**config.mk**
```make
export PLATFORM = sky130hd
export DESIGN_NAME = capture_read_sequencer
export DESIGN_NICKNAME = d
export VERILOG_FILES = /design/src/rtl/capture_read_sequencer.sv
export SDC_FILE = /design/constraint.sdc
export NUM_CORES = 1
export LEC_CHECK = 0
export ABC_AREA = 0
export CORE_ASPECT_RATIO = 0.75
export CORE_MARGIN = 2
export CORE_UTILIZATION = 25
export CTS_BUF_LIST = sky130_fd_sc_hd__clkbuf_8
export CTS_CLUSTER_DIAMETER = 100
export DETAILED_ROUTE_END_ITERATION = 16
export PLACE_DENSITY_LB_ADDON = 0.08
export REMOVE_ABC_BUFFERS = 1
export SYNTH_ARGS = -nofsm -noshare
export SYNTH_HDL_FRONTEND = slang
export SYNTH_SLANG_ARGS = --single-unit
```
**constraint.sdc**
```tcl
create_clock -name iCLK -period 3.1 [get_ports iCLK]
set_input_delay 0.465 -clock iCLK [delete_from_list [all_inputs] [get_ports iCLK]]
set_output_delay 0.465 -clock iCLK [all_outputs]
set_load 0.01 [all_outputs]
```
**src/rtl/capture_read_sequencer.sv**
```systemverilog
// Sequences one still-frame capture, then serves the frame to the HPS
// pixel by pixel over a synchronized 4-phase req/ack handshake.
//
// Ports:
//   iCLK, iRST_N            clock, async active-low reset
//   iStart, iAbort          HPS control levels (synced here)
//   iFVAL                   CCD frame valid (synced here)
//   iHps_Req                HPS pixel request (synced here)
//   iRd_DATA                SDRAM read-FIFO data
//   oCam_Start              CCD capture enable
//   oSource_Sel             1 = sequencer owns the read port
//   oRd, oRd_Load           read strobe, FIFO load/flush
//   oData, oAck             pixel and acknowledge to HPS
//   oBusy, oDone            status
//   oPix_Cnt, oState        debug/progress
module capture_read_sequencer #(
  parameter int SETTLE_FRAMES = 2,
  parameter int PIXELS        = 76800,
  parameter int RD_LAT        = 2,
  parameter int LOAD_CYC      = 4,
  parameter int DATA_W        = 16
) (
  input  logic              iCLK,
  input  logic              iRST_N,
  input  logic              iStart,
  input  logic              iAbort,
  input  logic              iFVAL,
  input  logic              iHps_Req,
  input  logic [DATA_W-1:0] iRd_DATA,
  output logic              oCam_Start,
  output logic              oSource_Sel,
  output logic              oRd,
  output logic              oRd_Load,
  output logic [DATA_W-1:0] oData,
  output logic              oAck,
  output logic              oBusy,
  output logic              oDone,
  output logic [16:0]       oPix_Cnt,
  output logic [2:0]        oState
);

  typedef enum logic [2:0] {
    IDLE  = 3'd0,
    ARM   = 3'd1,
    STOP  = 3'd2,
    LOAD  = 3'd3,
    WAIT  = 3'd4,
    FETCH = 3'd5,
    ACK   = 3'd6,
    DONE  = 3'd7
  } state_t;

  localparam logic [3:0]  SETTLE_L = 4'(SETTLE_FRAMES);
  localparam logic [7:0]  LOAD_L   = 8'(LOAD_CYC - 1);
  localparam logic [7:0]  LAT_L    = 8'(RD_LAT - 1);
  localparam logic [16:0] PIX_L    = 17'(PIXELS);

  state_t      state;
  logic [3:0]  frame_cnt;
  logic [7:0]  load_cnt;
  logic [7:0]  lat_cnt;
  logic [16:0] pix_next;

  logic start_m, start_s, start_q;
  logic fval_m, fval_s, fval_q;
  logic req_m, req_s;
  logic abort_m, abort_s;
  logic start_rise, fval_fall;

  always_ff @(posedge iCLK or negedge iRST_N) begin
    if (!iRST_N) begin
      start_m <= 1'b0;
      start_s <= 1'b0;
      start_q <= 1'b0;
      fval_m  <= 1'b0;
      fval_s  <= 1'b0;
      fval_q  <= 1'b0;
      req_m   <= 1'b0;
      req_s   <= 1'b0;
      abort_m <= 1'b0;
      abort_s <= 1'b0;
    end else begin
      start_m <= iStart;
      start_s <= start_m;
      start_q <= start_s;
      fval_m  <= iFVAL;
      fval_s  <= fval_m;
      fval_q  <= fval_s;
      req_m   <= iHps_Req;
      req_s   <= req_m;
      abort_m <= iAbort;
      abort_s <= abort_m;
    end
  end

  assign start_rise = start_s & ~start_q;
  assign fval_fall  = ~fval_s & fval_q;

  // Count sticks at PIXELS rather than wrapping.
  assign pix_next = (oPix_Cnt == PIX_L) ?
                    oPix_Cnt : oPix_Cnt + 17'd1;

  always_ff @(posedge iCLK or negedge iRST_N) begin
    if (!iRST_N) begin
      state      <= IDLE;
      frame_cnt  <= '0;
      load_cnt   <= '0;
      lat_cnt    <= '0;
      oCam_Start <= 1'b0;
      oRd        <= 1'b0;
      oRd_Load   <= 1'b0;
      oData      <= '0;
      oAck       <= 1'b0;
      oPix_Cnt   <= '0;
    end else if (abort_s) begin
      state      <= IDLE;
      oCam_Start <= 1'b0;
      oRd        <= 1'b0;
      oRd_Load   <= 1'b0;
      oAck       <= 1'b0;
    end else begin
      oRd <= 1'b0;
      unique case (state)
        IDLE: begin
          if (start_rise) begin
            state      <= ARM;
            frame_cnt  <= '0;
            oCam_Start <= 1'b1;
          end
        end
        ARM: begin
          if (fval_fall) begin
            frame_cnt <= frame_cnt + 4'd1;
            if (frame_cnt + 4'd1 == SETTLE_L) begin
              state      <= STOP;
              oCam_Start <= 1'b0;
            end
          end
        end
        STOP: begin
          if (!fval_s) begin
            state    <= LOAD;
            load_cnt <= '0;
            oRd_Load <= 1'b1;
          end
        end
        LOAD: begin
          if (load_cnt == LOAD_L) begin
            state    <= WAIT;
            oRd_Load <= 1'b0;
            oPix_Cnt <= '0;
          end else begin
            load_cnt <= load_cnt + 8'd1;
          end
        end
        WAIT: begin
          oAck <= 1'b0;
          if (req_s) begin
            state   <= FETCH;
            lat_cnt <= '0;
            oRd     <= 1'b1;
          end
        end
        FETCH: begin
          if (lat_cnt == LAT_L) begin
            state <= ACK;
            oData <= iRd_DATA;
            oAck  <= 1'b1;
          end else begin
            lat_cnt <= lat_cnt + 8'd1;
          end
        end
        ACK: begin
          if (!req_s) begin
            oAck     <= 1'b0;
            oPix_Cnt <= pix_next;
            state    <= (pix_next == PIX_L) ? DONE : WAIT;
          end
        end
        DONE: begin
          if (!start_s) state <= IDLE;
        end
        default: state <= IDLE;
      endcase
    end
  end

  assign oState      = state;
  assign oBusy       = (state != IDLE) && (state != DONE);
  assign oDone       = (state == DONE);
  assign oSource_Sel = (state == LOAD) || (state == WAIT) ||
                       (state == FETCH) || (state == ACK) ||
                       (state == DONE);

endmodule
```
==> flow_results.org <==
** Detailed routing
- In this run the remaining antenna-violating nets after routing total 0.
- In the final routed layout, each cell accounts on average for between 10 and 15 um.
- DR vias/cell :: roughly 4.6
- Iteration-0 DRC count of the detailed router :: 177
- Post-Route WL :: 9493 um
- Total DRC errors in the routed layout :: 0
- For this run, the detailed router's first-pass iteration total came to 6.
- For this block, the via count after detailed routing is around 3000.

** Yosys
- Summing every instance area after synthesis gives between 3000 and 4000 sq um.
- Number of unique standard cell types used by synthesis :: 53
- In the post-synthesis netlist, the biggest area contributors are dfrtp_1, mux2_2, nor2_1, nand2_1, o21ai_0.
- The Yosys step of the flow raised 0 warnings.
- After synthesis the netlist holds a flip-flop and latch count of 70.
- Cell taking the most area after synthesis :: dfrtp_1
- Primary FF master, synth :: dfrtp_1
- Avg Cell Area, Syn :: 9.734 sq um
- The share of the Yosys chip area taken by registers is 47.73%.
- EDFF count, synth :: 0
- After technology mapping, the gate count stands at around 380.
- Share of flip-flops with an asynchronous set or reset after synthesis :: 100.0%
- Top cell type's share of synthesized area :: 47.73%

** Place
- In this run the tool buffered the top-level ports with 64 buffer cells.
- RePlAce Congestion :: about 0.86
- Timing analysis after detailed placement gives a worst setup slack of 0.4350 ns.
- Summed over all nets, the half-perimeter wirelength after detailed placement is 6627 um.
- Placed Cells :: 627

** Run status
- Outcome :: finished, final reports clean

** STA
- Across all hold checks on the routed design, the worst slack comes to ~0.24 ns.
- Final worst-path setup slack :: 0.4250 ns
- Setup violations remaining at the end of the flow were counted as 0.
- The clock arrives with ~0.013 ns of skew.
- The number of pins exceeding their max-slew limit in the final report is 0.
- Worst slew slack as a fraction of its limit :: approximately two fifths
- Setup repair after global routing left no endpoint under its margin.
- Fin crit share :: 86.29%
- Post-route setup TNS :: 0 ns
- For the pin with the worst max-slew slack, the measured transition is 0.9228 ns.
- The final-report hold violation count came to 0.
- Counting I/O delays and the setup requirement, the final critical path takes ~2.7 ns.
- Top achievable clock speed :: between 300 and 400 MHz

** Worst setup path
- Critical path cell sequence :: ha_1 -> nand3_1 -> nor4_1 -> mux2_2 -> a21o_1 -> or3_1 -> a2111oi_2
- Worst EP arrival :: between 2 and 3 ns
- Element type at the critical path start :: flip-flop
- Required time at the endpoint of the critical path :: 3.33 ns
- Of all nets on the critical path, the largest fanout is 7.
- Crit path capture type :: flip-flop
- Tracing the worst setup path back leads to its startpoint at oPix_Cnt[1].
- Library cell contributing the largest single delay on the critical path :: dfrtp_1
- In this design, the largest share of critical-path delay is due to simple AND/OR/NAND/NOR gates.
- Critical path's largest stage delay :: between 0.4 and 0.5 ns
- By startpoint and endpoint, the worst setup path is classified as reg2reg.
- Together, buffers and inverters on the worst path number 0.
- In this run the critical register-to-register path is launched from oPix_Cnt[1].

** Global routing
- Met1 layer usage reported by global route :: 19.19%
- Met3 global-route usage :: 4.655%
- Maximum number of pins on one net before global-route repair :: 71
- Number of antenna violations at the first check in global routing :: 0
- Via count of the first global-routing pass :: slightly below 3000
- Global-route wire length before repair :: roughly 16000 um
- Global routing consumed, over all layers together, a little over an eighth of the routing resources.
- Most utilized layer in the global route result :: met1
- Global routing finished with a remaining overflow of 0.
- For this run, global-route usage on met2 was measured as ~18%.

** Clock network
- Counting along the longest clock path gives a buffer depth of 2.
- For this design, the CTS-stage hold fixing added 0 buffers.
- Number of CTS-inserted buffers :: 9
- Cells resized by post-CTS repair :: 0
- TritonCTS clock tree :: done
- CTS root buf :: clkbuf_8
- CTS built an H-tree with a depth of 3.
- Number of post-CTS setup repair buffers :: 0
- Reg clk slew, reported paths :: roughly 0.090 ns
- Clock latency on the worst-skew pair, taken at its later pin, is between 0.3 and 0.4 ns.
- Counting every sink on the clock net gives 70.

** Cells and area
- Cell Count, Final, Fillers Out :: about 640
- Compared with the post-synthesis result, the final layout area differs by 29.01%.
- In the final layout, the share of cells above drive strength 1 is between 10 and 15%.
- Total of fill cells in the finished design :: 1514
- N_diodes :: 0
- Summing all flip-flop and latch instances after layout gives ~1800 sq um.
- Multi-input combinational cell area :: 1785 sq um
- Layout Nets :: approximately 470

** Power
- Pleak :: 1.889 nW
- Power spread over the standard cell area amounts to 432.4 nW/um^2.
- VDD IR max :: 0.2611 mV

** Die
- Once the floorplan was initialized, standard cells occupied 25.47% of the core.
- In this run the standard cell core region covers approximately 14000 sq um.
- Overall die area :: 15670 sq um
- The die is 108.9 um tall.
- In this run the horizontal extent of the chip is 143.9 um.
- 65 I/O pins were placed.
- In this run the core area contains 38 standard-cell rows.

** Hold path
- In this run the worst hold path is classified as in2async.

** Flow run
- The tool flagged a number of max-cap violations equal to 0.
[report_power, final]
part	internal, mW	total, mW	leakage (nW)	switching [mW]
Combinational	0.114	0.236	0.865	0.122
Clock	0.456	0.835	0.109	0.379
Sequential	0.946	0.976	0.914	0.0304
Total	1.52	2.05	1.89	0.532
[Yosys cell counts (2+ instances only)]
master	number
clkbuf_1	10
nand2_1	28
dfrtp_1	70
nor2b_1	2
nand4_1	10
o21ai_1	19
nor4bb_1	2
ha_1	7
nor4_1	4
or3_1	7
o21ai_0	20
mux2_2	17
and3_1	8
or2_2	2
nor3_1	10
xnor2_1	7
or4_1	2
mux2i_1	4
buf_2	7
a31oi_1	4
o22ai_1	4
o31a_1	2
a21oi_1	10
nand3_1	14
nand3b_1	4
a21bo_2	2
inv_1	10
buf_1	2
and2_1	3
o31ai_1	7
and4_1	3
nor2_1	30
xor2_1	11
nand2b_1	14
a2111oi_2	2
nor4b_1	2
[worst register-to-register path, cell delays in order, from the launching register on]
cell and delay, ns:
dfrtp_1 0.46, ha_1 0.29, nand3_1 0.22, nor4_1 0.37, mux2_2 0.37, a21o_1 0.15
or3_1 0.40, a2111oi_2 0.30
[stage by stage]
stage / utilization (%) / power [mW] / cell area [sq um]
final: 32.86 / 2.047 / 4735
after global routing: 32.86 / 2.159 / 4735
after CTS: 32.86 / 2.090 / 4735
after detailed placement: 31.32 / 1.237 / 4512
after global placement: 31.32 / 1.234 / 4512
after floorplan: - / 1.098 / 3578
[layout make-up]
class,count,area share (%)
tap,200,5.285
sequential,70,37.00
clock buffer,9,2.616
timing repair buffer,70,14.43
inverter,11,0.8721
multi-input combinational,276,37.71
clock inverter,7,2.088
[layout by cell type (no fill, tap or decap), types with 8 or more instances in the layout]
cell type,Yosys,layout
o21ai_1,19,19
clkdlybuf4s50_1,0,63
dfrtp_1,70,70
nand3_1,14,14
nand4_1,10,10
mux2_2,17,17
nor2_1,30,30
inv_1,10,10
clkbuf_8,0,9
xor2_1,11,11
a21oi_1,10,10
nand2b_1,14,14
nand2_1,28,28
nor3_1,10,10
and3_1,8,8
o21ai_0,20,20
[path summary, 6_finish.rpt]
kind | end | slack, ns | cells past startpoint
max in group asynchronous | oRd | 2.25 | 1
hold reg to reg | start_s | 0.35 | 0
setup reg to reg | oState[0] | 0.42 | 7
hold / removal | oData[0] | 0.24 | 1
min in group iCLK | start_s | 0.35 | 0
setup / recovery | oState[0] | 0.42 | 7
[flip-flops by register name (all words and copies together) (netlist names), 3 cells and up]
name	cells
lat_cnt	8
oState	3
frame_cnt	4
oData	16
oPix_Cnt	17
load_cnt	8
[layer usage]
layer	part of all wire (%)	vias to the layer above
li1	-	1488
met1	53	1411
met2	41	61
met3	5.7	7
met4	0.94	0
met5	0	-
[kinds of logic (layout without fill, tap and decap cells)]
group | Yosys count | in the layout | share of synthesized area (%)
flip-flops | 70 | 70 | 47.73
XOR/XNOR | 18 | 18 | 4.296
AND/OR/NAND/NOR | 148 | 148 | 21.38
multiplexers | 21 | 21 | 6.307
adder cells (fa/ha/maj) | 7 | 7 | 2.387
AO/OA/AOI/OAI | 82 | 82 | 14.29
buffers and inverters | 31 | 97 | 3.614
Power figures use the tool's default switching activity.
